**src/rtl/parser_rule_cfg_ctrl.sv**
```systemverilog
// -----------------------------------------------------------------------------
// parser_rule_cfg_ctrl
//
// Takes 3-flit configuration commands from the CPU config path and sequences
// them into the rule ports of the pipelined parser/deparser stages.
//
// Flit 0 is the header: [0]=1 marks it, [8]=read, [18:16]=rule address, and
// [25:24]=stage. Stage 0 selects the initial type-info register.
// Flit 1 carries rule data [RULE_W-1:128] in [RULE_W-129:0].
// Flit 2 carries rule data [127:0].
//
// Before anything touches the rule tables, PHV ingress is held and in-flight
// PHVs are drained. Then one wren/rden strobe fires. A read returns a 3-flit
// response on resp_*.
//
// Ports
//   clk, rst_n          clock, asynchronous active-low reset
//   cfg_in_wr/cfg_in    config flit in; cfg_in_ready is high while a flit
//                       can be taken (IDLE, DATA_HI, DATA_LO)
//   phv_in_valid        PHV entering stage 1 (in-flight +1)
//   phv_out_valid       PHV leaving the last stage (in-flight -1)
//   phv_hold            ingress must not start a new PHV
//   wren_rule/rden_rule one-hot single-cycle strobes, bit s-1 = stage s
//   addr_rule/data_rule rule address and data for the strobed stage
//   rdata_rule_valid    per-stage read-data valid
//   rdata_rule_flat     per-stage read data, stage s at [s*RULE_W-1 -: RULE_W]
//   type_info           initial type info for new PHVs
//   resp_wr/resp_data   response flit, held until resp_ready
//   resp_ready          downstream accepts a response flit
// -----------------------------------------------------------------------------
module parser_rule_cfg_ctrl #(
    parameter int NUM_STAGE   = 3,
    parameter int RULE_W      = 177,
    parameter int TIMEOUT_CYC = 64
) (
    input  logic                          clk,
    input  logic                          rst_n,
    input  logic                          cfg_in_wr,
    input  logic [133:0]                  cfg_in,
    output logic                          cfg_in_ready,
    input  logic                          phv_in_valid,
    input  logic                          phv_out_valid,
    output logic                          phv_hold,
    output logic [NUM_STAGE-1:0]          wren_rule,
    output logic [NUM_STAGE-1:0]          rden_rule,
    output logic [2:0]                    addr_rule,
    output logic [RULE_W-1:0]             data_rule,
    input  logic [NUM_STAGE-1:0]          rdata_rule_valid,
    input  logic [NUM_STAGE*RULE_W-1:0]   rdata_rule_flat,
    output logic [159:0]                  type_info,
    output logic                          resp_wr,
    output logic [133:0]                  resp_data,
    input  logic                          resp_ready
);

    localparam int          HI_W        = RULE_W - 128;
    localparam int          TO_W        = $clog2(TIMEOUT_CYC) + 1;
    localparam logic [31:0] NUM_STAGE_U = NUM_STAGE;

    typedef enum logic [3:0] {
        S_IDLE,
        S_DATA_HI,
        S_DATA_LO,
        S_DRAIN,
        S_ISSUE,
        S_WAIT_RD,
        S_RESP0,
        S_RESP1,
        S_RESP2
    } state_t;

    state_t              state_reg;
    logic [127:0]        hdr_reg;
    logic                rd_reg;
    logic [1:0]          stage_reg;
    logic [RULE_W-1:0]   rbuf_reg;
    logic [TO_W-1:0]     timer_reg;
    logic [3:0]          count_reg;

    // The stage field is two bits wide, so the per-stage views are padded to
    // four entries. Any entry beyond NUM_STAGE reads as zero and is never
    // selected, because stage_ok gates its use.
    logic [RULE_W-1:0]   slice_sel [4];
    logic [3:0]          valid_sel;
    logic [1:0]          stage_idx;
    logic                stage_ok;
    logic [NUM_STAGE-1:0] stage_onehot;

    genvar gi;
    generate
        for (gi = 0; gi < 4; gi++) begin : g_sel
            if (gi < NUM_STAGE) begin : g_real
                assign slice_sel[gi] = rdata_rule_flat[gi*RULE_W +: RULE_W];
                assign valid_sel[gi] = rdata_rule_valid[gi];
            end else begin : g_pad
                assign slice_sel[gi] = '0;
                assign valid_sel[gi] = 1'b0;
            end
        end
    endgenerate

    assign stage_idx    = stage_reg - 2'd1;
    assign stage_ok     = (stage_reg != 2'd0) && ({30'd0, stage_reg} <= NUM_STAGE_U);
    assign stage_onehot = NUM_STAGE'(1) << stage_idx;

    // Header bit 9 is overwritten by the error flag in the echo. Bits
    // [133:128] of cfg_in carry nothing this block uses.
    logic unused_bits;
    assign unused_bits = ^{cfg_in[133:128], hdr_reg[9]};

    // Builds the first response flit: the header is echoed back with bit 9
    // replaced by the error flag.
    function automatic logic [133:0] resp0_flit(input logic [127:0] h, input logic e);
        return {2'b01, 4'b0000, h[127:10], e, h[8:0]};
    endfunction

    // In-flight PHV counter. It saturates at both ends. A simultaneous
    // enter and leave cancel out.
    always_ff @(posedge clk or negedge rst_n) begin
        if (!rst_n) begin
            count_reg <= 4'd0;
        end else begin
            case ({phv_in_valid, phv_out_valid})
                2'b10:   if (count_reg != 4'd15) count_reg <= count_reg + 4'd1;
                2'b01:   if (count_reg != 4'd0)  count_reg <= count_reg - 4'd1;
                default: count_reg <= count_reg;
            endcase
        end
    end

    always_ff @(posedge clk or negedge rst_n) begin
        if (!rst_n) begin
            state_reg    <= S_IDLE;
            hdr_reg      <= '0;
            rd_reg       <= 1'b0;
            stage_reg    <= 2'd0;
            rbuf_reg     <= '0;
            timer_reg    <= '0;
            cfg_in_ready <= 1'b0;
            phv_hold     <= 1'b0;
            wren_rule    <= '0;
            rden_rule    <= '0;
            addr_rule    <= 3'd0;
            data_rule    <= '0;
            type_info    <= '0;
            resp_wr      <= 1'b0;
            resp_data    <= '0;
        end else begin
            // The strobes are single-cycle. Set only on the DRAIN->ISSUE edge.
            wren_rule <= '0;
            rden_rule <= '0;

            case (state_reg)
                S_IDLE: begin
                    cfg_in_ready <= 1'b1;
                    if (cfg_in_wr && cfg_in_ready && cfg_in[0]) begin
                        hdr_reg   <= cfg_in[127:0];
                        rd_reg    <= cfg_in[8];
                        addr_rule <= cfg_in[18:16];
                        stage_reg <= cfg_in[25:24];
                        state_reg <= S_DATA_HI;
                    end
                end

                S_DATA_HI: begin
                    if (cfg_in_wr) begin
                        data_rule[RULE_W-1:128] <= cfg_in[HI_W-1:0];
                        state_reg               <= S_DATA_LO;
                    end
                end

                S_DATA_LO: begin
                    if (cfg_in_wr) begin
                        data_rule[127:0] <= cfg_in[127:0];
                        phv_hold         <= 1'b1;
                        cfg_in_ready     <= 1'b0;
                        state_reg        <= S_DRAIN;
                    end
                end

                // A read of the type-info register does not disturb PHVs,
                // so it does not need to wait for the pipeline to empty.
                S_DRAIN: begin
                    if (count_reg == 4'd0 || (rd_reg && stage_reg == 2'd0)) begin
                        state_reg <= S_ISSUE;
                        if (stage_ok) begin
                            if (rd_reg) rden_rule <= stage_onehot;
                            else        wren_rule <= stage_onehot;
                        end
                    end
                end

                S_ISSUE: begin
                    if (stage_reg == 2'd0) begin
                        if (rd_reg) begin
                            rbuf_reg  <= RULE_W'(type_info);
                            resp_data <= resp0_flit(hdr_reg, 1'b0);
                            resp_wr   <= 1'b1;
                            state_reg <= S_RESP0;
                        end else begin
                            type_info    <= data_rule[159:0];
                            phv_hold     <= 1'b0;
                            cfg_in_ready <= 1'b1;
                            state_reg    <= S_IDLE;
                        end
                    end else if (!stage_ok) begin
                        rbuf_reg  <= '0;
                        resp_data <= resp0_flit(hdr_reg, 1'b1);
                        resp_wr   <= 1'b1;
                        state_reg <= S_RESP0;
                    end else if (rd_reg) begin
                        timer_reg <= '0;
                        state_reg <= S_WAIT_RD;
                    end else begin
                        phv_hold     <= 1'b0;
                        cfg_in_ready <= 1'b1;
                        state_reg    <= S_IDLE;
                    end
                end

                S_WAIT_RD: begin
                    if (valid_sel[stage_idx]) begin
                        rbuf_reg  <= slice_sel[stage_idx];
                        resp_data <= resp0_flit(hdr_reg, 1'b0);
                        resp_wr   <= 1'b1;
                        state_reg <= S_RESP0;
                    end else if (timer_reg == TO_W'(TIMEOUT_CYC - 1)) begin
                        rbuf_reg  <= '0;
                        resp_data <= resp0_flit(hdr_reg, 1'b1);
                        resp_wr   <= 1'b1;
                        state_reg <= S_RESP0;
                    end else begin
                        timer_reg <= timer_reg + TO_W'(1);
                    end
                end

                S_RESP0: begin
                    if (resp_ready) begin
                        resp_data <= {2'b11, 4'b0000, {(128-HI_W){1'b0}}, rbuf_reg[RULE_W-1:128]};
                        state_reg <= S_RESP1;
                    end
                end

                S_RESP1: begin
                    if (resp_ready) begin
                        resp_data <= {2'b10, 4'b0000, rbuf_reg[127:0]};
                        state_reg <= S_RESP2;
                    end
                end

                S_RESP2: begin
                    if (resp_ready) begin
                        resp_wr      <= 1'b0;
                        resp_data    <= '0;
                        phv_hold     <= 1'b0;
                        cfg_in_ready <= 1'b1;
                        state_reg    <= S_IDLE;
                    end
                end

                default: begin
                    phv_hold     <= 1'b0;
                    cfg_in_ready <= 1'b1;
                    state_reg    <= S_IDLE;
                end
            endcase
        end
    end

endmodule
```
**config.mk**
```make
export PLATFORM = sky130hd
export DESIGN_NAME = parser_rule_cfg_ctrl
export DESIGN_NICKNAME = d
export VERILOG_FILES = /design/src/rtl/parser_rule_cfg_ctrl.sv
export SDC_FILE = /design/constraint.sdc
export NUM_CORES = 1
export LEC_CHECK = 0
export BUFFER_PORTS_ARGS = -buffer_cell sky130_fd_sc_hd__buf_2
export CORE_AREA = 3 3 454 456
export DETAILED_ROUTE_END_ITERATION = 10
export DIE_AREA = 0 0 457 459
export PLACE_DENSITY_LB_ADDON = 0.12
export SLEW_MARGIN = 5
export SYNTH_ARGS = -nofsm -noshare
export SYNTH_HDL_FRONTEND = slang
export SYNTH_SLANG_ARGS = --single-unit
```
**constraint.sdc**
```tcl
create_clock -name clk -period 4.6 [get_ports clk]
set_input_delay 0.92 -clock clk [delete_from_list [all_inputs] [get_ports clk]]
set_output_delay 0.92 -clock clk [all_outputs]
set_load 0.02 [all_outputs]
```
Yosys cells after proc, flatten, opt, wreduce, memory -nomap -nowiden

Cells that the tools add are included.

Register bits after elaboration: 806
Latch bits: 0
Memory bits (writable): 0
Memory bits (read-only): 0
Bits of input ports: 674
Output and inout port bits: 483
Logic and storage cells: 154
Memories kept: 0

Add/subtract/negate cells: 4
Multipliers: 0
Div/mod/pow operators: 0
Magnitude comparators: 2
Eq/ne operators: 30
Shift-type cells: 1
Multiplexer cells: 69
Bitwise logic cells: 4
Reductions and logical operators: 27

Operator list:

| operator                                                        | count |
|---|---|
| 177-bit 2-to-1 mux                                              | 7 |
| 134-bit 2-to-1 mux                                              | 8 |
| 134-bit case mux with 5 select lines                            | 1 |
| 177-bit binary-select mux with 2-bit select                     | 1 |
| 177-bit case mux with 2 select lines                            | 1 |
| 4-bit 2-to-1 mux                                                | 12 |
| 4-bit case mux with 9 select lines                              | 1 |
| 7-bit 2-to-1 mux                                                | 5 |
| 3-bit 2-to-1 mux                                                | 11 |
| 2-bit inequality test, second input constant                    | 14 |
| 4-bit by 3-bit == test with 1-bit output, second input constant | 4 |
| 1-bit 2-to-1 mux                                                | 16 |
| 7-bit case mux with 2 select lines                              | 1 |
| 3-bit inequality test, second input constant                    | 4 |
| 4-bit AND reduction                                             | 3 |
| 4-bit by 2-bit == test with 1-bit output, second input constant | 2 |
| 4-bit logical NOT                                               | 2 |
| 1-bit case mux with 4 select lines                              | 2 |
| 4-bit case mux with 2 select lines                              | 1 |
| 8-bit AND reduction                                             | 1 |
| 7-bit by 1-bit adder with 7-bit output, second input constant   | 1 |
| 7-bit by 6-bit == test with 1-bit output, second input constant | 1 |
| 7-bit AND reduction                                             | 1 |
| 2-bit AND reduction                                             | 3 |
| other kinds (27)                                                | 34 |

Depth between registers and ports, before layout

Gate-level depths: netlist (run 1).

Word-level depth: 7
Mapped depth: 13
Gate-level depth less buffers: 8

Worst setup path after synthesis (run 1)

No wires, ideal clock.

Kind: register to register
Start: register hdr_reg[24] (netlist name)
End: register resp_data[100]
Setup time: 125 ps
Data arrival time: 3424 ps
Required time: 4475 ps
Slack: 1051 ps
Cell stages (with the launch flop): 14
Path buffers: 6
Clock period less this slack: 3549 ps
Cell sequence: dfrtp_1 inv_2 clkbuf_1 clkbuf_1 buf_1 ha_1 buf_2 mux2_4 a211oi_4 nand2_1 o2111ai_2 buf_12 buf_12 mux2_4

RTL lines:

| element              | RTL line | RTL |
|---|---|---|
| end signal, assigned | 197      | `resp_data <= resp0_flit(hdr_reg, 1'b0);` |
| end signal, assigned | 208      | `resp_data <= resp0_flit(hdr_reg, 1'b1);` |
| end signal, assigned | 224      | `resp_data <= resp0_flit(hdr_reg, 1'b0);` |
| end, declared        | 52       | `output logic [133:0] resp_data,` |

Worst setup path in the final report (run 1)

Start: register state_reg[2]
End: register type_info[100]

Cells in the longest elaborated chain, start to end: 2

RTL lines:

| element                                  | RTL line | RTL |
|---|---|---|
| start, declared                          | 72       | `state_t state_reg;` |
| start signal, assigned                   | 133      | `state_reg <= S_IDLE;` |
| start signal, assigned                   | 161      | `state_reg <= S_DATA_HI;` |
| start signal, assigned                   | 168      | `state_reg <= S_DATA_LO;` |
| 4-bit by 3-bit == test with 1-bit output | 153      | `case (state_reg)` |
| 3-bit AND reduction (no line)            | n/a      |  |
| end signal, assigned                     | 201      | `type_info <= data_rule[159:0];` |
| end, declared                            | 50       | `output logic [159:0] type_info,` |

Every way passes these cells.
A chain may end at the register's enable or synchronous reset.

==> key figures, run 1 <==
Logic synthesis
  – Post-Synthesis Cells: 3019
  – Synth top area share: 0.5310
  – Number of enable flip-flop cells after synthesis: 0
  – Avg Cell Area, Syn: 12.41 um2
  – Dominant cells by area after synthesis: dfrtp_1, mux2_2, mux2i_1
  – Dominant cell type by area after synthesis: dfrtp_1
  – Seq/Total Area, Yosys: 0.5310
  – Primary FF master, synth: dfrtp_1
  – Asr flop ratio synth: 1.000
  – Ys Warns: 0
  – Mapped cell area: 0.03747 mm2
  – Yosys cell types: 60
  – FF+latch count, synth: 795

CTS
  – CTS sink count: 795
  – Clk buf depth: 3
  – H-tree depth: 3
  – Latest clock arrival within the worst-skew pair: 0.73 ns
  – Setup bufs post-CTS: 0
  – Clk slew on worst S/H paths: 0.06 ns
  – CTS Buf Count: 103
  – CTS root buf: clkbuf_16
  – Hold-fix buffer count after cts: 0
  – Resize count post-CTS: 0
  – TritonCTS clock tree: done

Drt
  – Routed WL: 177.8 mm
  – Antenna Nets Post-Route: 0
  – Routed len/inst: 25.84 um
  – Vias per std cell: 4.136
  – DRC viols: 0
  – Initial DRT Pass Iterations: 4
  – Vias: 28470
  – 1st-iter DRT viols: 1102

Status
  – Failing checks: slew limit
  – Status: finished with violations

Layout
  – Final instance area: 0.04981 mm2
  – Fin cells: 6883
  – Ratio of cells with drive above 1 in the final layout: 0.4974
  – Nets: 4809
  – Area Overhead vs Synth: 32.95%
  – Final Core Density: 0.2465

Worst setup path
  – Crit-path max FO: 104
  – Crit path to: type_info[100]$_DFFE_PN0P_
  – Critical R2R Capture: type_info[100]$_DFFE_PN0P_
  – FF-to-FF path depth: 4
  – Critical path origin: state_reg[2]$_DFFE_PN0P_
  – Critical Path Source Type: flop
  – WS Path Type: flop to flop
  – Critical Path End Type: flop
  – Reg2reg start: state_reg[2]$_DFFE_PN0P_
  – R2R Setup Slk: 1.02 ns
  – WP data arrival: 4.17 ns
  – CP Data Required Time: 5.19 ns

Power
  – Static Leak: 24.11 nW
  – VDD IR-drop max: 0.5130 mV
  – Power density cells: 815.7 mW/mm2
  – Total Power: 40.63 mW

Floorplanning
  – Die Area: 0.2098 mm2
  – Core area: 0.2021 mm2
  – I/O pins: 1157
  – Initial Utilization: 0.1854
  – Die Y: 459 um
  – Row count: 165
  – Die width: 457 um

GRT
  – Grt total ovfl: 0
  – Largest net degree at the start of global routing: 107
  – First-pass GRT wire length: 247.4 mm
  – Global Route Usage Sum: 0.1643
  – Initial antenna violation count: 37
  – Via count of the first global-routing pass: 30380

Placement
  – Routability cong.: 0.8754
  – Post-DP HPWL: 130.9 mm
  – Placed cells: 6691
  – Port bufs: 1146
  – Placed cell areas: 0.04636 mm2

STA
  – Max Clock Skew: 0.02683 ns
  – Fmax: 279.3 MHz
  – Final setup fails: 0
  – Slew Limit Fails: 22
  – Unrepaired setup endpoints after global routing: false
  – Worst Tran Pin Value: 1.536 ns
  – Tmin final: 3.580 ns
  – Setup Total Neg Slack: 0 ns
  – Final period util: 0.7783
  – Relative slew slack: -0.02414
  – Final hold viol count: 0

Run
  – Max-cap violations: 0

Hold path
  – Worst hold path class: input pin to asynchronous set/reset pin
## cells by family (layout without fill, tap and decap cells)
kind of cell / count (synthesis) / in the layout / synth area share
mux: 980 / 980 / 0.2970
flops: 795 / 795 / 0.5310
compound gates: 525 / 525 / 0.08191
simple gates: 463 / 463 / 0.05053
buf+inv: 240 / 1420 / 0.03473
fa+ha+maj: 11 / 11 / 0.003874
xor+xnor: 4 / 4 / 0.0009352
other cells: 1 / 13 / 0.0001001
## per-stage QoR
stage	setup WS (ns)	hold WS, ns
after detailed placement	1.182	0.4586
after global routing	1.024	0.1372
final	1.020	0.1213
after CTS	1.123	0.1757
after floorplan	1.051	0.4394
after global placement	1.172	0.4583
## power breakdown
group	internal, mW	switching [mW]
clock network	4.93	3.38
logic	7.99	11.7
registers	10.3	2.36
total	23.2	17.4
## worst min-delay path by stage
| stage | endpoint | slack (ns) | cells after the start |
|---|---|---|---|
| detailed placement | hdr_reg[0]$_DFFE_PN0P_ | 0.46 | 1 |
| global route | type_info[121]$_DFFE_PN0P_ | 0.14 | 1 |
| global placement | hdr_reg[0]$_DFFE_PN0P_ | 0.46 | 1 |
| CTS | type_info[121]$_DFFE_PN0P_ | 0.18 | 1 |
| finish | type_info[121]$_DFFE_PN0P_ | 0.12 | 1 |
| floorplan | hdr_reg[0]$_DFFE_PN0P_ | 0.44 | 1 |
## metal layers
metal / up-vias / global-route usage / wire length, um
met5: - / 0 / 148
met4: 24 / 0.04202 / 3994
met3: 204 / 0.04268 / 10900
met2: 913 / 0.2898 / 88810
met1: 14360 / 0.1977 / 74000
li1: 12970 / - / -
## critical path: stages, from the launching register on
cell and delay (ns):
dfrtp_1 0.70, nor2b_1 0.76, nand4b_1 0.43, buf_12 0.31
mux2_2 0.65
## layout by cell type, fill, tap and decap left out, types with 100 or more instances in the layout
cell	n
buf_2	1145
o21ai_0	221
clkbuf_16	104
a21oi_1	183
nand2_1	226
dfrtp_1	794
mux2i_1	227
mux2_4	100
nor2_1	196
mux2_2	586
## synthesized netlist by cell type, types with 2 or more instances
| cell | count |
|---|---|
| dfrtp_1 | 795 |
| mux2_2 | 586 |
| mux2i_1 | 227 |
| nand2_1 | 227 |
| o21ai_0 | 221 |
| nor2_1 | 196 |
| a21oi_1 | 184 |
| mux2_4 | 100 |
| clkbuf_1 | 96 |
| a22o_1 | 80 |
| buf_2 | 75 |
| mux2_1 | 67 |
| o2bb2ai_1 | 18 |
| buf_1 | 16 |
| buf_12 | 11 |
| buf_4 | 11 |
| inv_1 | 11 |
| buf_6 | 10 |
| ha_1 | 10 |
| clkbuf_2 | 9 |
| nor4_1 | 6 |
| nor2b_1 | 4 |
| and2_1 | 3 |
| and3_1 | 3 |
| nand3_1 | 3 |
| nand4b_1 | 3 |
| nor4b_1 | 3 |
| o21a_1 | 3 |
| a21o_1 | 2 |
| a31oi_1 | 2 |
| and3b_1 | 2 |
| nor3_1 | 2 |
| nor4bb_1 | 2 |
| o21ai_1 | 2 |
| o22ai_1 | 2 |
| xnor2_1 | 2 |
| xor2_1 | 2 |
## cell type report
type | count | area [um2]
repair buffers | 1225 | 6701
diodes | 9 | 22.52
flip-flops and latches | 795 | 19900
clock buffers | 154 | 3070
inverters | 12 | 52.55
well taps | 2672 | 3343
multi-input cells | 1987 | 16360
fillers | 21790 | 152300
clock inverters | 29 | 362.8
Power figures use the tool's default switching activity.
==> run 2: changes to the inputs <==
--- a/config.mk
+++ b/config.mk
@@ -5,10 +5,11 @@
 export SDC_FILE = /design/constraint.sdc
 export NUM_CORES = 1
 export LEC_CHECK = 0
+export ABC_AREA = 1
 export BUFFER_PORTS_ARGS = -buffer_cell sky130_fd_sc_hd__buf_2
-export CORE_AREA = 3 3 454 456
+export CORE_AREA = 3 3 449 451
 export DETAILED_ROUTE_END_ITERATION = 10
-export DIE_AREA = 0 0 457 459
+export DIE_AREA = 0 0 452 454
 export PLACE_DENSITY_LB_ADDON = 0.12
 export SLEW_MARGIN = 5
 export SYNTH_ARGS = -nofsm -noshare
==> constraint.sdc (replaced) <==
create_clock -name clk -period 3.1 [get_ports clk]
set_input_delay 0.62 -clock clk [delete_from_list [all_inputs] [get_ports clk]]
set_output_delay 0.62 -clock clk [all_outputs]
set_load 0.02 [all_outputs]
==> run 2 against run 1 <==
The run now ends clean. Synthesized area rose by 4.0%. Largest power group unchanged. Setup slack worse by 0.71 ns. Critical path depth up 8. Sequential power rose by 45%. Sequential share of layout area decreased by 1.6 points. Final cell count up 31%.
==> key figures, run 2 <==
Floorplanning
  – Die width: 452 um (-1.1%)
  – I/O pins: 1157 (unchanged)
  – Initial Utilization: 0.1972 (+0.01177)
  – Die Area: 0.2052 mm2 (-2.2%)
  – Row count: 163 (-1.2%)
  – Core area: 0.1976 mm2 (-2.2%)
  – Die Y: 454 um (-1.1%)

Hold path
  – Beginning of the worst hold path: cfg_in[3]
  – Hold Path Sink: hdr_reg[3]$_DFFE_PN0P_
  – Worst hold stages: 3
  – Worst hold path class: input pin to flop

STA
  – Tmin final: 2.792 ns (-0.7877 ns)
  – Setup Total Neg Slack: 0 ns (unchanged)
  – Max Clock Skew: 0.05478 ns (+0.02795 ns)
  – Final setup fails: 0 (unchanged)
  – Final setup margin: 0.3075 ns (-0.7123 ns)
  – Fmax: 358.1 MHz (+28%)
  – Unrepaired setup endpoints after global routing: false
  – Worst Tran Pin Value: 1.037 ns (-0.4996 ns)
  – Relative slew slack: 0.3090 (+0.3331)
  – Final period util: 0.9008 (+0.1225)
  – Final hold viol count: 0 (unchanged)
  – Slew Limit Fails: 0 (-100%)

Status
  – Status: complete, no violations

Layout
  – Nets: 7000 (+46%)
  – Ratio of cells with drive above 1 in the final layout: 0.2326 (-0.2647)
  – Final Core Density: 0.2623 (+0.01588)
  – Most common cell after layout, fill and taps aside: nand2_1
  – Commonest non-fill, non-tap cells in the layout: nand2_1, buf_2, o21ai_0
  – Area of the multi-input gates: 0.01613 mm2 (-1.4%)
  – Fin cells: 9051 (+31%)
  – Storage cell area: 0.01990 mm2 (unchanged)
  – Number of fillers in the final layout: 22130 (+1.6%)
  – Area Overhead vs Synth: 33.06% (about the same)

Logic synthesis
  – Yosys cell types: 33 (-45%)
  – Most frequent cell after synthesis: nand2_1
  – Synth cell count leaders: nand2_1, o21ai_0, dfrtp_1, nand3_1, inv_1
  – Number of enable flip-flop cells after synthesis: 0 (unchanged)
  – Seq/Total Area, Yosys: 0.5106 (-0.02036)
  – Post-Synthesis Cells: 5280 (+75%)
  – Mapped cell area: 0.03896 mm2 (+4.0%)
  – Dominant cell type by area after synthesis: dfrtp_1
  – Avg Cell Area, Syn: 7.379 um2 (-41%)
  – Asr flop ratio synth: 1.000 (unchanged)
  – FF+latch count, synth: 795 (unchanged)
  – Primary FF master, synth: dfrtp_1
  – Dominant cells by area after synthesis: dfrtp_1, nand2_1, o21ai_0
  – Ys Warns: 0 (unchanged)
  – Synth top area share: 0.5106 (-0.02036)

Placement
  – Routability cong.: 0.9074 (+3.7%)
  – Port bufs: 1146 (unchanged)
  – Pre-CTS WS: 0.2106 ns (-0.9713 ns)
  – Placed cells: 8837 (+32%)
  – Post-DP HPWL: 166.4 mm (+27%)

Worst setup path
  – Crit-path max FO: 70 (-33%)
  – Critical Path End Type: flop
  – R2R Setup Slk: 0.31 ns (-0.71 ns)
  – WS Path Type: flop to flop
  – CP Data Required Time: 3.79 ns (-1.40 ns)
  – FF-to-FF path depth: 12 (+8)
  – Reg2reg start: hdr_reg[24]$_DFFE_PN0P_
  – Critical R2R Capture: rbuf_reg[126]$_DFFE_PN0P_
  – WP data arrival: 3.48 ns (-0.69 ns)
  – Critical Path Source Type: flop

Power
  – Int Power: 30.52 mW (+31%)
  – Combinational power share: 0.478 (-0.006)
  – Clock Power Share: 0.213 (+0.009)
  – P_sw: 29.07 mW (+67%)
  – Static Leak: 26.38 nW (+9.4%)
  – Switching share of power: 0.4878 (+0.05917)
  – Power density cells: 1149 mW/mm2 (+41%)
  – Sequential power share: 0.309 (-0.003)
  – VDD IR-drop max: 0.7332 mV (+43%)

CTS
  – CTS sink count: 795 (unchanged)
  – Resize count post-CTS: 0 (unchanged)
  – TritonCTS clock tree: done
  – Clk buf depth: 3 (unchanged)
  – Clk slew on worst S/H paths: 0.06 ns (about the same)
  – CTS root buf: clkbuf_16
  – Latest clock arrival within the worst-skew pair: 0.76 ns (+0.03 ns)
  – CTS Buf Count: 107 (+3.9%)
  – H-tree depth: 3 (unchanged)

GRT
  – Grt total ovfl: 0 (unchanged)
  – Largest net degree at the start of global routing: 131 (+22%)
  – Via count of the first global-routing pass: 38950 (+28%)
  – Initial antenna violation count: 82 (+120%)
  – Global Route Usage Sum: 0.2140 (+0.04968)
  – First-pass GRT wire length: 314.3 mm (+27%)

Drt
  – Vias: 39770 (+40%)
  – Antenna Nets Post-Route: 0 (unchanged)
  – DRC viols: 0 (unchanged)
  – Vias per std cell: 4.394 (+6.2%)
  – Routed len/inst: 25.08 um (-2.9%)
  – 1st-iter DRT viols: 2766 (+150%)
  – Initial DRT Pass Iterations: 6 (+2)
  – Routed WL: 227.0 mm (+28%)

Run
  – Max-cap violations: 0 (unchanged)
-- run 2: cell count changes after synthesis, sizes merged, moves of 179 or more --
cell	before	now
nand2	227	2069
mux2	753	17
o21ai	224	913
nand3	3	390
inv	12	379
mux2i	227	0
a21oi	184	5
-- run 2: layout make-up --
cell class / instances / share of cell area
flip-flops and latches: 795 / 0.3838
multi-input cells: 3744 / 0.3111
repair buffers: 1287 / 0.1445
well taps: 2640 / 0.06371
clock buffers: 148 / 0.05811
inverters: 380 / 0.02807
clock inverters: 38 / 0.009798
diodes: 19 / 0.0009171
-- run 2: stage by stage --
step / hold slack (ns) / instance area, um2 / power [mW]
after floorplan: 0.3244 / 38970 / 33.12
after global placement: 0.4620 / 48190 / 47.62
after detailed placement: 0.4599 / 48190 / 47.76
after CTS: 0.0009341 / 51800 / 60.87
after global routing: 0.03009 / 51820 / 63.85
final: 0.09205 / 51840 / 59.59
-- run 2: layer usage --
metal / wire (um) / track usage
met1: 100000 / 0.2822
met2: 109900 / 0.3624
met3: 11310 / 0.03776
met4: 5718 / 0.05062
met5: 55 / 0
-- run 2: power by group through the flow --
stage                     clock (mW)  sequential, mW  combinational (mW)
after floorplan                    0            21.3                11.9
after global placement             0            18.5                29.2
after detailed placement           0            18.5                29.2
after CTS                       13.1            18.4                29.3
after global routing            13.5            19.0                31.3
final                           12.7            18.4                28.5
-- run 2: repair_timing --
| item | CTS | global route |
|---|---|---|
| hold buffers | 9 | 0 |
| setup buffers | 0 | 0 |
| hold endpoints to repair | 35 | 0 |
-- run 2: worst max path at each step --
stage / start / end / slack (ns) / depth (start not counted)
after floorplan: hdr_reg[24]$_DFFE_PN0P_ / rbuf_reg[46]$_DFFE_PN0P_ / 0.35 / 15
after global placement: hdr_reg[24]$_DFFE_PN0P_ / rbuf_reg[2]$_DFFE_PN0P_ / 0.26 / 9
after detailed placement: hdr_reg[24]$_DFFE_PN0P_ / rbuf_reg[2]$_DFFE_PN0P_ / 0.21 / 9
after CTS: hdr_reg[24]$_DFFE_PN0P_ / rbuf_reg[2]$_DFFE_PN0P_ / 0.19 / 9
after global routing: hdr_reg[25]$_DFFE_PN0P_ / rbuf_reg[2]$_DFFE_PN0P_ / 0.16 / 10
final: hdr_reg[24]$_DFFE_PN0P_ / rbuf_reg[126]$_DFFE_PN0P_ / 0.31 / 12
-- run 2: cell families (layout without fill, tap and decap cells) --
kind of cell,Yosys count,count (layout),share of synthesized area
simple gates,2787,2787,0.2834
compound gates,920,920,0.1183
flops,795,795,0.5106
buf+inv,744,1853,0.07781
mux,17,17,0.004913
fa+ha+maj,11,11,0.003725
xor+xnor,5,5,0.001124
other cells,1,23,0.00009625
-- run 2: worst max-delay path: stages, from the launching register on --
cell,delay (ns)
dfrtp_4,0.52
inv_8,0.10
ha_4,0.25
nor2_4,0.15
buf_12,0.26
buf_12,0.31
nand2_1,0.10
o21ai_0,0.33
buf_4,0.22
nand2_1,0.05
nand2_1,0.06
nand2_1,0.05
o21ai_1,0.08
